===== config.mk =====
export PLATFORM = sky130hd
export DESIGN_NAME = coproc_result_q
export DESIGN_NICKNAME = d
export VERILOG_FILES = /design/src/rtl/custom_instr_pkg.sv /design/src/rtl/coproc_commit_table.sv /design/src/rtl/coproc_result_q.sv
export SDC_FILE = /design/constraint.sdc
export NUM_CORES = 1
export LEC_CHECK = 0
export CAP_MARGIN = 25
export CORE_ASPECT_RATIO = 1.4
export CORE_MARGIN = 2
export CORE_UTILIZATION = 45
export DETAILED_ROUTE_END_ITERATION = 8
export DONT_BUFFER_PORTS = 1
export PLACE_DENSITY_LB_ADDON = 0.15
export SYNTH_ARGS = -nofsm -noshare
export SYNTH_HDL_FRONTEND = slang
export SYNTH_SLANG_ARGS = --single-unit

===== constraint.sdc =====
create_clock -name clk_i -period 6.9 [get_ports clk_i]
set_input_delay 1.38 -clock clk_i [delete_from_list [all_inputs] [get_ports clk_i]]
set_output_delay 1.38 -clock clk_i [all_outputs]
set_load 0.02 [all_outputs]

===== src/rtl/custom_instr_pkg.sv =====
// Shared types for the custom-instruction coprocessor: commit-table states and the
// result record carried from the execution FSM to the CV-X-IF result channel.
package custom_instr_pkg;

  localparam int unsigned X_ID_WIDTH = 4;

  typedef enum logic [1:0] {
    CMT_NONE,
    CMT_COMMIT,
    CMT_KILL
  } commit_state_e;

  typedef struct packed {
    logic [X_ID_WIDTH-1:0] id;
    logic [31:0]           data;
    logic [4:0]            rd;
    logic                  we;
  } coproc_result_t;

endpackage


===== src/rtl/coproc_commit_table.sv =====
// Per-id commit/kill state recorded from the core's commit interface. A set and a
// clear of the same id in one cycle resolves in favour of the set.
module coproc_commit_table
  import custom_instr_pkg::*;
#(
  parameter int unsigned ID_WIDTH = X_ID_WIDTH
) (
  input  logic                clk_i,
  input  logic                rst_ni,
  input  logic                set_i,
  input  logic [ID_WIDTH-1:0] set_id_i,
  input  logic                set_kill_i,
  input  logic                clr_a_i,
  input  logic [ID_WIDTH-1:0] clr_a_id_i,
  input  logic                clr_b_i,
  input  logic [ID_WIDTH-1:0] clr_b_id_i,
  input  logic [ID_WIDTH-1:0] rd_a_id_i,
  output commit_state_e       rd_a_o,
  input  logic [ID_WIDTH-1:0] rd_b_id_i,
  output commit_state_e       rd_b_o
);

  localparam int unsigned NumIds = 1 << ID_WIDTH;

  commit_state_e state_q [NumIds];

  always_ff @(posedge clk_i or negedge rst_ni) begin
    if (!rst_ni) begin
      for (int unsigned i = 0; i < NumIds; i++) state_q[i] <= CMT_NONE;
    end else begin
      for (int unsigned i = 0; i < NumIds; i++) begin
        if (set_i && set_id_i == ID_WIDTH'(i)) begin
          state_q[i] <= set_kill_i ? CMT_KILL : CMT_COMMIT;
        end else if ((clr_a_i && clr_a_id_i == ID_WIDTH'(i)) ||
                     (clr_b_i && clr_b_id_i == ID_WIDTH'(i))) begin
          state_q[i] <= CMT_NONE;
        end
      end
    end
  end

  assign rd_a_o = state_q[rd_a_id_i];
  assign rd_b_o = state_q[rd_b_id_i];

endmodule


===== src/rtl/coproc_result_q.sv =====
// In-order result buffer between the coprocessor execution FSM and the CV-X-IF result
// channel; entries leave only once their id is committed (emitted) or killed (dropped).
module coproc_result_q
  import custom_instr_pkg::*;
#(
  parameter int unsigned DEPTH    = 4,
  parameter int unsigned ID_WIDTH = X_ID_WIDTH
) (
  input  logic                       clk_i,
  input  logic                       rst_ni,
  input  logic                       in_valid_i,
  output logic                       in_ready_o,
  input  logic [ID_WIDTH-1:0]        in_id_i,
  input  logic [31:0]                in_data_i,
  input  logic [4:0]                 in_rd_i,
  input  logic                       in_we_i,
  input  logic                       commit_valid_i,
  input  logic [ID_WIDTH-1:0]        commit_id_i,
  input  logic                       commit_kill_i,
  output logic                       result_valid_o,
  input  logic                       result_ready_i,
  output logic [ID_WIDTH-1:0]        result_id_o,
  output logic [31:0]                result_data_o,
  output logic [4:0]                 result_rd_o,
  output logic                       result_we_o,
  output logic [$clog2(DEPTH):0]     count_o
);

  localparam int unsigned PtrW = $clog2(DEPTH);
  localparam int unsigned CntW = PtrW + 1;

  coproc_result_t  mem_q [DEPTH];
  logic [PtrW-1:0] wr_ptr_q, rd_ptr_q;
  logic [CntW-1:0] count_q;

  coproc_result_t      head;
  logic [ID_WIDTH-1:0] head_id;
  commit_state_e       head_st, in_st;
  logic                not_empty, push, drop_in, store, kill_pop, pop;

  assign head      = mem_q[rd_ptr_q];
  assign head_id   = ID_WIDTH'(head.id);
  assign not_empty = count_q != '0;

  // Ready looks only at the registered count, never at this cycle's pop.
  assign in_ready_o = count_q < CntW'(DEPTH);
  assign push       = in_valid_i & in_ready_o;
  assign drop_in    = push & (in_st == CMT_KILL);
  assign store      = push & ~drop_in;

  assign result_valid_o = not_empty & (head_st == CMT_COMMIT);
  assign kill_pop       = not_empty & (head_st == CMT_KILL);
  assign pop            = kill_pop | (result_valid_o & result_ready_i);

  coproc_commit_table #(
    .ID_WIDTH (ID_WIDTH)
  ) u_commit_table (
    .clk_i      (clk_i),
    .rst_ni     (rst_ni),
    .set_i      (commit_valid_i),
    .set_id_i   (commit_id_i),
    .set_kill_i (commit_kill_i),
    .clr_a_i    (pop),
    .clr_a_id_i (head_id),
    .clr_b_i    (drop_in),
    .clr_b_id_i (in_id_i),
    .rd_a_id_i  (head_id),
    .rd_a_o     (head_st),
    .rd_b_id_i  (in_id_i),
    .rd_b_o     (in_st)
  );

  always_ff @(posedge clk_i or negedge rst_ni) begin
    if (!rst_ni) begin
      for (int unsigned i = 0; i < DEPTH; i++) mem_q[i] <= '0;
    end else if (store) begin
      mem_q[wr_ptr_q] <= '{id: X_ID_WIDTH'(in_id_i), data: in_data_i, rd: in_rd_i,
                           we: in_we_i};
    end
  end

  always_ff @(posedge clk_i or negedge rst_ni) begin
    if (!rst_ni) begin
      wr_ptr_q <= '0;
      rd_ptr_q <= '0;
      count_q  <= '0;
    end else begin
      if (store) wr_ptr_q <= wr_ptr_q + PtrW'(1);
      if (pop)   rd_ptr_q <= rd_ptr_q + PtrW'(1);
      case ({store, pop})
        2'b10:   count_q <= count_q + CntW'(1);
        2'b01:   count_q <= count_q - CntW'(1);
        default: count_q <= count_q;
      endcase
    end
  end

  assign result_id_o   = head_id;
  assign result_data_o = head.data;
  assign result_rd_o   = head.rd;
  assign result_we_o   = head.we;
  assign count_o       = count_q;

endmodule


Word level (Yosys, flattened, before mapping)
Index checks and enable logic that the tools add are counted.
- add/subtract/negate cells: 4
- magnitude comparators: 6
- equality and inequality tests: 50
- multiplexer cells: 46
- bitwise operators: 12
- reduce and logical (&&, ||, !) cells: 86
- operators with widths (operator ; count):
    168-bit bitwise mux ; 1
    42-bit 2-to-1 mux ; 3
    4-bit equality test, second input constant ; 24
    42-bit binary-select mux with 2-bit select ; 1
    42-bit demux with 2-bit select ; 1
    2-bit 2-to-1 mux ; 37
    1-bit logical AND ; 49
    4-bit by 3-bit equality test with 1-bit output, second input constant ; 12
    2-bit nonzero test ; 17
    4-bit by 2-bit equality test with 1-bit output, second input constant ; 6
    2-bit binary-select mux with 4-bit select ; 2
    1-bit logical OR ; 16
    4-bit by 1-bit equality test with 1-bit output, second input constant ; 3
    4-bit logical NOT ; 3
    5-bit >= comparator, second input constant ; 2
    4-bit inverter with 5-bit output ; 2
    1-bit AND ; 6
    2-bit equality test, second input constant ; 3
    3-bit >= comparator, second input constant ; 2
    2-bit inverter with 3-bit output ; 2
    3-bit case mux with 2 select lines ; 1
    2-bit by 1-bit adder with 2-bit output, second input constant ; 2
    2-bit by 1-bit equality test with 1-bit output, second input constant ; 2
    3-bit by 1-bit adder with 3-bit output, second input constant ; 1
    other kinds (6) ; 6
- flip-flop bits (word level): 207
- bits of input ports: 52
- word-level logic and storage cells: 239

Depth between registers and ports, before layout
- depth after elaboration: 16
- depth in mapped cells: 16

Hierarchy
Synthesis repeated with hierarchy kept, for this count alone.
- cell total of the unflattened synthesis: 657
- area total of the unflattened synthesis: 10291.1 µm²
- by module, submodules not included (module ; times used ; cells an instance ; area each (µm²)):
    coproc_result_q ; 1 ; 449 ; 8089.0
    coproc_commit_table ; 1 ; 208 ; 2202.1

Worst setup path before layout
No wires, ideal clock.
- path type: input-to-reg
- start point: in in_id_i[1]
- end point: reg count_q[2], in the netlist count_o[2]
- data arrival time: 3.519 ns
- data required time: 6.820 ns
- slack: 3.301 ns
- stages on the path: 12
- path buffers: 1
- cell sequence: clkbuf_1 -> a32oi_1 -> mux4_2 -> mux2i_1 -> nor2_1 -> inv_1 -> ha_1 -> inv_1 -> fa_1 -> xor2_1 -> nor2_1 -> xnor2_1
- word-level cells in the longest chain between the ends: 10
- RTL lines (element ; RTL line ; RTL):
    start: declaration ; coproc_result_q.sv:13 ; input logic [ID_WIDTH-1:0] in_id_i,
    4-bit inverter with 5-bit output (not written as such) * ; coproc_commit_table.sv:43 ; assign rd_b_o = state_q[rd_b_id_i];
    2-bit binary-select mux with 4-bit select * ; coproc_commit_table.sv:43 ;
    2-bit 2-to-1 mux (not written as such) * (2 in series) ; coproc_commit_table.sv:43 ;
    2-bit equality test * ; coproc_result_q.sv:48 ; assign drop_in = push & (in_st == CMT_KILL);
    1-bit AND * ; coproc_result_q.sv:48 ;
    1-bit inverter * ; coproc_result_q.sv:49 ; assign store = push & ~drop_in;
    1-bit AND * ; coproc_result_q.sv:49 ;
    2-bit by 1-bit equality test with 1-bit output / 2-bit equality test (equally long branches) ; coproc_result_q.sv:90 ; case ({store, pop})
    3-bit case mux with 2 select lines / 2-bit nonzero test (equally long branches) ; -- ;
    end signal: assignment ; coproc_result_q.sv:91 ; 2'b10: count_q <= count_q + CntW'(1);
    end signal: assignment ; coproc_result_q.sv:92 ; 2'b01: count_q <= count_q - CntW'(1);
    end signal: assignment ; coproc_result_q.sv:93 ; default: count_q <= count_q;
    end: declaration ; coproc_result_q.sv:34 ; logic [CntW-1:0] count_q;
Every way passes the cells marked *; elsewhere a longest branch is shown, timed or not. The select of a mux whose other input is x is not followed.
A chain may end at the register's enable or synchronous reset.

Final worst setup path
- start point: reg rd_ptr_q[1]
- end point: out result_valid_o
- word-level cells in the longest chain between the ends: 10
- RTL lines (element ; RTL line ; RTL):
    start: declaration ; coproc_result_q.sv:33 ; logic [PtrW-1:0] wr_ptr_q, rd_ptr_q;
    start signal: assignment ; coproc_result_q.sv:89 ; if (pop) rd_ptr_q <= rd_ptr_q + PtrW'(1);
    2-bit inverter with 3-bit output (not written as such) ; coproc_result_q.sv:41 ; assign head = mem_q[rd_ptr_q];
    42-bit binary-select mux with 2-bit select ; coproc_result_q.sv:41 ;
    42-bit 2-to-1 mux (not written as such) (2 in series) ; coproc_result_q.sv:41 ;
    net result_id_o[1] ; coproc_result_q.sv:22 ; output logic [ID_WIDTH-1:0] result_id_o,
    4-bit inverter with 5-bit output (not written as such) ; coproc_commit_table.sv:42 ; assign rd_a_o = state_q[rd_a_id_i];
    2-bit binary-select mux with 4-bit select ; coproc_commit_table.sv:42 ;
    2-bit 2-to-1 mux (not written as such) (2 in series) ; coproc_commit_table.sv:42 ;
    2-bit by 1-bit equality test with 1-bit output ; coproc_result_q.sv:51 ; assign result_valid_o = not_empty & (head_st == CMT_COMMIT);
    1-bit AND ; coproc_result_q.sv:51 ;
    end: declaration ; coproc_result_q.sv:20 ; output logic result_valid_o,
The timed path passes the listed nets, and every way through them passes these cells. The select of a mux whose other input is x is not followed.

==> results.sh <==
export IMPL_status="finished, final reports clean"
export IMPL_reg2reg_from="rd_ptr_q[1]"
export IMPL_drive_gt1_frac=0.385
export IMPL_worst_pin_slew_ps=846
export IMPL_via_per_inst=6.15
export IMPL_required_ps=5520
export IMPL_drc=0
export IMPL_r2r_end="count_o[2]"
export IMPL_path_max_fanout=25
export IMPL_p_leak_uw=0.00446
export IMPL_overflow=0
export IMPL_ff2ff_setup_slack_ps=2600
export IMPL_layout_cells_non_filler=951
export IMPL_io_buffers=0
export IMPL_clkSlewWorstSetupHoldPaths_ps=60
export IMPL_clk_insertion_delay_late_ps=500
export IMPL_initial_core_util=0.459
export IMPL_synth_nets=741
export IMPL_cts_buffers=22
export IMPL_synthTopCellsByCount="dfrtp_1 (207), mux2_2 (168), nand2_1 (45), mux4_2 (44), o22ai_1 (32)"
export IMPL_routabilityCongestion=0.911
export IMPL_core_area_um2=21100
export IMPL_fp_dieArea_um2=22700
export IMPL_slew_viol_final=0
export IMPL_drtIter0Drc=319
export IMPL_synth_top_area_frac=0.535
export IMPL_grt_pass1_wl_um=36300
export IMPL_yosysMostFrequentCell="dfrtp_1"
export IMPL_antenna_left=0
export IMPL_syn_avg_cell_area_um2=14.2
export IMPL_async_reset_ff_frac=1.00
export IMPL_cp_slowest_stage_delay_ps=840
export IMPL_cts_resized=0
export IMPL_period_minus_slack_ps=4860
export IMPL_critPathCaptureType="primary output"
export IMPL_dieHeight_um=178
export IMPL_yosys_warnings=0
export IMPL_synth_edf_count=0
export IMPL_ys_ff_latch=207
export IMPL_dp_cells=912
export IMPL_utilization=0.503
export IMPL_setup_viol=0
export IMPL_finalPower_uw=6130
export IMPL_num_io_pins=99
export IMPL_hold_class="flop to flop"
export IMPL_cts_htree_levels=1
export IMPL_num_antenna_cells=0
export IMPL_cpMaxStageDelayCell="dfrtp_2"
export IMPL_cpMostUsedCell="nor2_1"
export IMPL_syn_area_um2=9690
export IMPL_synth_cell_types=40
export IMPL_vias=5851
export IMPL_dp_hpwl_um=15200
export IMPL_max_freq_ghz=0.206
export IMPL_rows=63
export IMPL_multi_input_area_um2=4280
export IMPL_yosys_area_top_type="dfrtp_1"
export IMPL_rsz0062_at_grt="no"
export IMPL_post_route_period_util=0.704
export IMPL_cp_cell_sequence="buf_4, mux4_2, nor2_1, a22oi_1, nand2_1, nor3b_1, a41oi_1, nor2_1"
export IMPL_tns_ps=0
export IMPL_cap_viol_max_count=0
export IMPL_hold_depth=1
export IMPL_postCtsSetupBuffers=0
export IMPL_die_width_um=128
export IMPL_relSlewSlack=0.435
export IMPL_r2r_cells=15
export IMPL_min_from="mem_q[62]"
export IMPL_routedWlPerCell_um=24.1
export IMPL_synth_flop_cell="dfrtp_1"
export IMPL_grt_pass1_vias=6561
export IMPL_cts_sinks=207
export IMPL_fill_cells=1791
export IMPL_grt_max_degree=208
export IMPL_ir_worst_vdd_mv=0.283
export IMPL_hold_viol=0
export IMPL_startpoint_type="flop"
export IMPL_grt_usage=0.207
export IMPL_finalNetCount=734
export IMPL_syn_inst=683
export IMPL_drtPass1Iterations=5
export IMPL_fin_worst_skew_ps=9.86
export IMPL_power_density_nw_per_um2=576
export IMPL_syn_to_final_growth_pct=9.71
export IMPL_yosysSeqAreaShare=0.535
export IMPL_cts_tree="yes"
export IMPL_cts_root_buf="clkbuf_16"
export IMPL_synthTopCellsByArea="dfrtp_1 (53%), mux2_2 (20%), mux4_2 (10%)"
export IMPL_antenna_found_initial=0
export IMPL_ctsHoldBuffers=0
export IMPL_cp_data_arrival_time_ps=3480
export IMPL_regArea_um2=5180
export IMPL_drt_total_wl_um=22900
export IMPL_ctsLongestPathBuffers=3
export IMPL_path_class="flop to primary output"
export IMPL_whs_endpoint="mem_q[62]"
[how the worst max path moves through the flow]
| stage | to | slack [ps] | from |
|---|---|---|---|
| after floorplan | count_o[2] | 3300 | in_id_i[1] |
| after detailed placement | result_valid_o | 2590 | rd_ptr_q[1] |
| after global placement | result_valid_o | 2620 | rd_ptr_q[1] |
| after CTS | result_valid_o | 2050 | rd_ptr_q[1] |
| after global routing | result_valid_o | 1870 | rd_ptr_q[1] |
| final | result_valid_o | 2040 | rd_ptr_q[1] |
[cell families (layout without fill, tap and decap cells)]
logic type	Yosys count	count (layout)	synth area share
compound gates	66	66	0.0489
buf+inv	56	64	0.0254
mux	230	230	0.316
flops	207	207	0.535
xor+xnor	6	6	0.00542
fa+ha+maj	6	6	0.00852
simple gates	112	112	0.0611
[critical path, delay by kind of cell, from the launching register on]
family / cells / cell delay, ps
AO/OA/AOI/OAI: 2 / 180
buffers and inverters: 1 / 430
flip-flops: 1 / 840
multiplexers: 1 / 520
AND/OR/NAND/NOR: 4 / 990
[through the flow]
step,hold slack [ps],setup slack [ps],instance area (um^2)
2_1_floorplan,474,3300,9690
3_3_place_gp,482,2620,9910
3_5_place_dp,487,2590,9910
4_1_cts,500,2050,10600
5_1_grt,515,1870,10600
6_report,500,2040,10600
[routing by layer]
| layer | vias to the layer above | global-route usage | share of wire |
|---|---|---|---|
| met2 | 158 | 0.381 | 0.55 |
| met5 | - | 0 | 0 |
| met4 | 0 | 0.0751 | 0.026 |
| li1 | 2565 | - | - |
| met3 | 38 | 0.0528 | 0.062 |
| met1 | 3090 | 0.227 | 0.37 |
[cell usage in the layout, fill, tap and decap left out, types with 5 or more instances in the layout]
cell,count
a22oi_1,8
a32oi_1,8
buf_4,8
clkbuf_1,6
clkbuf_16,23
dfrtp_1,205
ha_1,5
inv_1,17
mux2_2,168
mux2i_1,18
mux4_2,44
nand2_1,41
nand2b_1,6
nand3_1,5
nor2_1,16
nor2b_1,6
nor4_1,14
o211ai_1,8
o22ai_1,32
o311ai_0,8
[layout make-up]
class / count / area share
Sequential cell: 207 / 0.487
Inverter: 17 / 0.00600
Tap cell: 260 / 0.0306
Timing Repair Buffer: 8 / 0.00565
Clock buffer: 31 / 0.0588
Clock inverter: 8 / 0.00894
Multi-Input combinational cell: 420 / 0.402
[registers in the layout (all words and copies together) (netlist names)]
register,cells
mem_q,168
count_o,3
u_commit_table.state_q,32
wr_ptr_q,2
rd_ptr_q,2
[where the power goes]
| group | internal (uW) | switching, uW |
|---|---|---|
| Sequential | 1820 | 427 |
| Combinational | 1260 | 1440 |
| Clock | 706 | 470 |
| Total | 3790 | 2330 |
(Power assumes the default switching activity.)
